File: src/rtl/pc_gen.sv
// Fetch-stage program-counter generator: holds the fetch address across stalls,
// presents it over a valid/ready handshake, and applies or queues trap/redirect targets.
module pc_gen #(
  parameter int unsigned     XLEN         = 32,
  parameter int unsigned     INC          = 4,
  parameter logic [XLEN-1:0] RESET_VECTOR = '0,
  parameter int unsigned     CNT_W        = 32
) (
  input  logic             clk,
  input  logic             reset_n,
  input  logic             stall,
  input  logic             redirect_valid,
  input  logic [XLEN-1:0]  redirect_target,
  input  logic             trap_valid,
  input  logic [XLEN-1:0]  trap_target,
  input  logic             imem_ready,
  output logic [XLEN-1:0]  pc,
  output logic             pc_valid,
  output logic [XLEN-1:0]  pc_plus_inc,
  output logic             redirect_pending,
  output logic             misaligned,
  output logic [CNT_W-1:0] fetch_count
);

  localparam logic [XLEN-1:0] INC_V    = XLEN'(INC);
  localparam logic [XLEN-1:0] LOW_MASK = INC_V - XLEN'(1);

  typedef enum logic [1:0] {
    BOOT = 2'd0,
    RUN  = 2'd1,
    PEND = 2'd2
  } state_t;

  state_t          state, state_d;
  logic [XLEN-1:0] pc_d;
  logic [XLEN-1:0] pend_target, pend_target_d;
  logic            pend_trap, pend_trap_d;
  logic            misaligned_d;
  logic            accept;
  logic            locked;

  function automatic logic [XLEN-1:0] align(input logic [XLEN-1:0] t);
    return t & ~LOW_MASK;
  endfunction

  function automatic logic has_low_bits(input logic [XLEN-1:0] t);
    return |(t & LOW_MASK);
  endfunction

  assign pc_valid         = (state != BOOT);
  assign redirect_pending = (state == PEND);
  assign pc_plus_inc      = pc + INC_V;
  assign accept           = pc_valid & imem_ready;
  // While a request is outstanding the presented address must not move.
  assign locked           = pc_valid & ~imem_ready;

  // NOTE: every always_comb output gets a default first so no path leaves it unassigned (no latches).
  always_comb begin
    state_d       = state;
    pc_d          = pc;
    pend_target_d = pend_target;
    pend_trap_d   = pend_trap;
    misaligned_d  = 1'b0;

    case (state)
      BOOT: begin
        state_d = RUN;
      end

      RUN: begin
        if (!locked) begin
          if (trap_valid) begin
            pc_d         = align(trap_target);
            misaligned_d = has_low_bits(trap_target);
          end else if (redirect_valid) begin
            pc_d         = align(redirect_target);
            misaligned_d = has_low_bits(redirect_target);
          end else if (!stall) begin
            pc_d = pc_plus_inc;
          end
        end else if (trap_valid) begin
          pend_target_d = align(trap_target);
          pend_trap_d   = 1'b1;
          misaligned_d  = has_low_bits(trap_target);
          state_d       = PEND;
        end else if (redirect_valid) begin
          pend_target_d = align(redirect_target);
          pend_trap_d   = 1'b0;
          misaligned_d  = has_low_bits(redirect_target);
          state_d       = PEND;
        end
      end

      PEND: begin
        if (locked) begin
          // A queued trap outranks any later redirect; only a trap may replace it.
          if (trap_valid) begin
            pend_target_d = align(trap_target);
            pend_trap_d   = 1'b1;
            misaligned_d  = has_low_bits(trap_target);
          end else if (redirect_valid && !pend_trap) begin
            pend_target_d = align(redirect_target);
            misaligned_d  = has_low_bits(redirect_target);
          end
        end else begin
          state_d     = RUN;
          pend_trap_d = 1'b0;
          if (trap_valid) begin
            pc_d         = align(trap_target);
            misaligned_d = has_low_bits(trap_target);
          end else if (pend_trap) begin
            pc_d = pend_target;
          end else if (redirect_valid) begin
            pc_d         = align(redirect_target);
            misaligned_d = has_low_bits(redirect_target);
          end else begin
            pc_d = pend_target;
          end
        end
      end

      default: begin
        state_d = BOOT;
      end
    endcase
  end

  // NOTE: sequential state uses non-blocking assignments so every register samples pre-edge values.
  always_ff @(posedge clk or negedge reset_n) begin
    if (!reset_n) begin
      state       <= BOOT;
      pc          <= RESET_VECTOR;
      pend_target <= '0;
      pend_trap   <= 1'b0;
      misaligned  <= 1'b0;
      fetch_count <= '0;
    end else begin
      state       <= state_d;
      pc          <= pc_d;
      pend_target <= pend_target_d;
      pend_trap   <= pend_trap_d;
      misaligned  <= misaligned_d;
      if (accept) begin
        fetch_count <= fetch_count + CNT_W'(1);
      end
    end
  end

endmodule

File: config.mk
export PLATFORM = sky130hd
export DESIGN_NAME = pc_gen
export DESIGN_NICKNAME = d
export VERILOG_FILES = /design/src/rtl/pc_gen.sv
export SDC_FILE = /design/constraint.sdc
export NUM_CORES = 1
export LEC_CHECK = 0
export ABC_CLOCK_PERIOD_IN_PS = 5960
export BUFFER_PORTS_ARGS = -buffer_cell sky130_fd_sc_hd__clkbuf_2
export CAP_MARGIN = 20
export CORE_ASPECT_RATIO = 1.25
export CORE_MARGIN = 2
export CORE_UTILIZATION = 25
export DETAILED_ROUTE_END_ITERATION = 16
export PLACE_DENSITY_LB_ADDON = 0.25
export SLEW_MARGIN = 20
export SYNTH_ARGS = -nofsm -noshare
export SYNTH_HDL_FRONTEND = slang
export SYNTH_SLANG_ARGS = --single-unit
File: constraint.sdc
create_clock -name clk -period 5.96 [get_ports clk]
set_clock_uncertainty 0.1 [all_clocks]
set_input_delay 0.596 -clock clk [delete_from_list [all_inputs] [get_ports clk]]
set_output_delay 0.596 -clock clk [all_outputs]
set_load 0.05 [all_outputs]
Word-level counts from Yosys, hierarchy flattened
Cells that the tools add are included.

Register bits after elaboration: 100. Latch bits: 0. RAM bits: 0. ROM bits: 0. Output and inout port bits: 99. Memories: 0.

Add/sub/neg operators: 2. Multipliers: 0. Divide/modulo/power cells: 0. Magnitude comparators: 0. Equality and inequality tests: 10. Shifts and indexed selects: 0. Mux-type cells: 34. Bitwise logic cells: 3. Reductions and logical operators: 11.

Operator list (number): two-way mux 32 bit (13); one-hot mux 32 bit (2 select lines) (2); adder 32 x 1 -> 32 bit (second input constant) (1); adder 32 x 3 -> 32 bit (second input constant) (1); two-way mux 1 bit (12); AND reduction 4 bit (3); two-way mux 2 bit (4); inequality test 2 bit (second input constant) (3); inequality test 3 bit (second input constant) (2); one-hot mux 2 bit (3 select lines) (1); inequality test 4 bit (second input constant) (1); one-hot mux 1 bit (2 select lines) (2); nonzero test 2 bit (2); OR reduction 2 bit (2); inequality test 3 x 2 -> 1 bit (second input constant) (1); AND reduction 3 bit (1); AND 1 bit (2); == test 2 x 1 -> 1 bit (second input constant) (1); == test 2 bit (second input constant) (1); zero test 2 bit (1); inequality test 2 x 1 -> 1 bit (second input constant) (1); logical AND 1 bit (1); zero test 1 bit (1); NOT 1 bit (1).

Depth between registers and ports, before layout
Depth in word-level cells: 6. Mapped depth: 10.

Least setup slack after synthesis
OpenSTA, ideal clock, no wires.

Path type: register to output. From: register pc[2]. To: output pc_plus_inc[22]. Data arrival time: 2601 ps. Data required time: 5264 ps. Setup slack: 2663 ps. Stages on the path, launching flop included: 7. Buffers on the path: 1. Path through: dfrtp_1 > ha_1 > nand2_1 > nor4_2 > buf_2 > nand4_1 > xnor2_1.

Word-level cells in the longest chain between the ends: 1.

RTL lines: from (decl) (line 17) `output logic [XLEN-1:0] pc,`; from (signal assigned) (line 139) `pc <= pc_d;`; adder 32 x 3 -> 32 bit (line 52) `assign pc_plus_inc = pc + INC_V;`; to (decl) (line 19) `output logic [XLEN-1:0] pc_plus_inc,`.

No other way between the ends.

Final worst setup path
From: register pc[14]. To: output pc_plus_inc[27].

Same word-level chain as after synthesis.

==> flow_summary_export.csv <==
group,metric,value,unit
status,status,"finished, final reports clean",
floorplanning,fp.dieH,178,µm
setup_path,cp-start-kind,"flop",
synth,synth_seq_cells,100,
setup_path,cp.required,5.26,ns
synth,syn_area_per_cell,9.59,µm²
min_path,min_path_type,"in2async",
setup_path,r2r-start,"state[0]",
floorplanning,num_io_pins,169,
drt,drt_iter0_drc,447,
final_layout,drive_gt1_frac,0.288,
global_routing,grtUsageTotal,0.174,
timing,min_period,3.33,ns
setup_path,critical_path_class,"reg2out",
synth,synth_common_cells,"100 x dfrtp_1, 62 x a22oi_1, 49 x o21ai_0",
setup_path,end_kind,"primary output",
global_routing,antenna_found_initial,1,
final_layout,area_delta_synth_final,22.4,%
floorplanning,coreArea,23700,µm²
clocking,cts_buffer_depth,2,
synth,synth_most_common_cell,"dfrtp_1",
floorplanning,die_w,143,µm
clocking,cts_setup_buffers,0,
drt,antenna_left,0,
setup_path,reg2reg_slack,2.93,ns
clocking,h-tree-depth,3,
final_layout,diodes,0,
final_layout,ff_latch_area,2500,µm²
global_routing,grt_pass1_vias,5748,
drt,wl,21.8,mm
synth,ys_seq_area_frac,0.413,
setup_path,reg2regPathDepth,8,
timing,slew_violations,0,
pwr,ir_worst_vdd,0.391,mV
clocking,insertion_delay,0.35,ns
clocking,cts_resized,0,
timing,rsz0062_at_grt,"no",
synth,yosys.area.top_type,"dfrtp_1",
clocking,cts_buffers,9,
drt,drc,0,
pwr,p_leak,3.24,nW
synth,synth_ff_type,"dfrtp_1",
clocking,ctsHoldBuffers,0,
placement,dp_hpwl,15.7,mm
job,max-cap-violations,0,
global_routing,grt_first_pass_wirelength,33.9,mm
synth,yosys.area.top_type_share,0.413,
pwr,powerDensity,535,nW/µm²
setup_path,r2r_end,"pend_target[17]",
clocking,clock_sink_count,100,
drt,first_pass_iters,8,
final_layout,fill_cells,2498,
synth,synth_warnings,0,
setup_path,cp_max_fo,9,
final_layout,num-nets-final,844,
timing,fin_tns_setup,0,ns
floorplanning,die_area,25500,µm²
timing,hold_viol,0,
timing,fmax,0.301,GHz
clocking,cts_tree,"yes",
placement,gp_congestion,0.746,
global_routing,grt_max_degree,53,
synth,synth_fp_nets,706,
synth,syn_inst,631,
timing,tightest_slew,0.845,ns
drt,routedWlPerCell,19.8,µm
synth,synthTopCellsByArea,"dfrtp_1 41%, a22oi_1 7.7%, xnor2_1 5.5%",
clocking,clockRootBuffer,"clkbuf_16",
synth,synth_area,6050,µm²
final_layout,utilization,0.312,
timing,finalCritPeriodShare,0.558,
timing,slew_headroom,0.436,
final_layout,multi_input_area,3260,µm²
synth,synth-edff-count,0,
floorplanning,num_rows,63,
synth,yosysUniqueCellTypes,66,
placement,numPortBuffers,168,
timing,setup_viol,0,
floorplanning,start_util,0.255,
clocking,clkTransAtPathRegs,0.08,ns
drt,vias_per_cell,5.31,
setup_path,arrival,2.63,ns
drt,vias,5833,
synth,async_reset_ff_frac,1.00,
global_routing,grt-ovfl-total,0,
==> worst max-delay path by stage <==
stage	cells after the start	to	slack (ns)	start
after global routing	8	pc_plus_inc[30]	2.44	pc[2]
after CTS	5	pc_plus_inc[27]	2.60	pc[14]
after floorplan	6	pc_plus_inc[22]	2.66	pc[2]
final	5	pc_plus_inc[27]	2.63	pc[14]
after detailed placement	7	pend_target[11]	2.84	redirect_valid
after global placement	7	pend_target[18]	2.93	redirect_valid
==> power by group <==
group	internal [W]	leakage (nW)	total [W]	switching, W
Sequential	0.000912	1.24	0.00125	0.000341
Clock	0.000283	0.124	0.000561	0.000277
Combinational	0.000620	1.88	0.00215	0.00153
Total	0.00181	3.24	0.00396	0.00215
==> registers in the layout, indices dropped and copies added, names as in the netlist <==
| register | flops |
|---|---|
| fetch_count | 32 |
| misaligned | 1 |
| pc | 32 |
| pend_target | 32 |
| pend_trap | 1 |
| state | 2 |
==> cells in the final DEF (no fill, tap or decap), drive strengths merged, types with 3 or more instances in the layout <==
master and count:
a222oi 24, clkinv 3, dfrtp 100, ha 5, o21a 6, a21oi 15
buf 13, a22oi 62, xnor2 38, xor2 21, or3 5, and4 10
or4 4, a21o 5, nand3 29, nor4 8, a22o 8, nor3 7
nand2b 4, a21boi 3, nand2 35, o21ai 57, inv 8, o31ai 3
nor2 28, clkbuf 177, and2 13, clkinvlp 3, a31oi 6, o211ai 4
o22ai 7, o2bb2ai 3, and3 12, o31a 5, nand4 19
==> layer usage <==
metal,vias to the layer above,wire length (µm),GRT usage
met2,239,10800,0.296
li1,2711,-,-
met3,32,1370,0.0278
met4,0,543,0.0619
met1,2851,9070,0.221
met5,-,0,0
==> cell families after synthesis <==
kind of cell | count (synthesis) | synth area share
adders and majority gates | 5 | 0.0103
xor gates and xnor gates | 59 | 0.0854
muxes | 3 | 0.00517
buffers and inverters | 61 | 0.0498
and+or+nand+nor | 183 | 0.176
DFF | 100 | 0.413
AOI/OAI and AO/OA | 220 | 0.260
==> cell type report <==
type,instances,area share
Multi-Input combinational cell,470,0.441
Sequential cell,100,0.338
Timing Repair Buffer,180,0.126
Tap cell,325,0.0549
Clock buffer,10,0.0309
Clock inverter,6,0.00557
Inverter,8,0.00405
==> critical path, stage by stage (launching register included) <==
cell      delay (ns)
dfrtp_1         0.52
and3_2          0.28
nand4_1         0.28
nor4_1          0.71
xor2_1          0.19
clkbuf_2        0.29
==> stage by stage <==
stage | setup WS (ns) | power (W) | hold WS [ns] | area, µm² | std cells
2_1_floorplan | 2.66 | 0.00286 | 0.200 | 6050 | 631
3_3_place_gp | 2.93 | 0.00341 | 0.361 | 7140 | 1083
3_5_place_dp | 2.84 | 0.00343 | 0.367 | 7140 | 1083
4_1_cts | 2.60 | 0.00401 | 0.193 | 7410 | 1099
5_1_grt | 2.44 | 0.00422 | 0.219 | 7410 | 1099
6_report | 2.63 | 0.00396 | 0.173 | 7410 | 1099
Note: power is estimated with default switching activity, not from simulation.
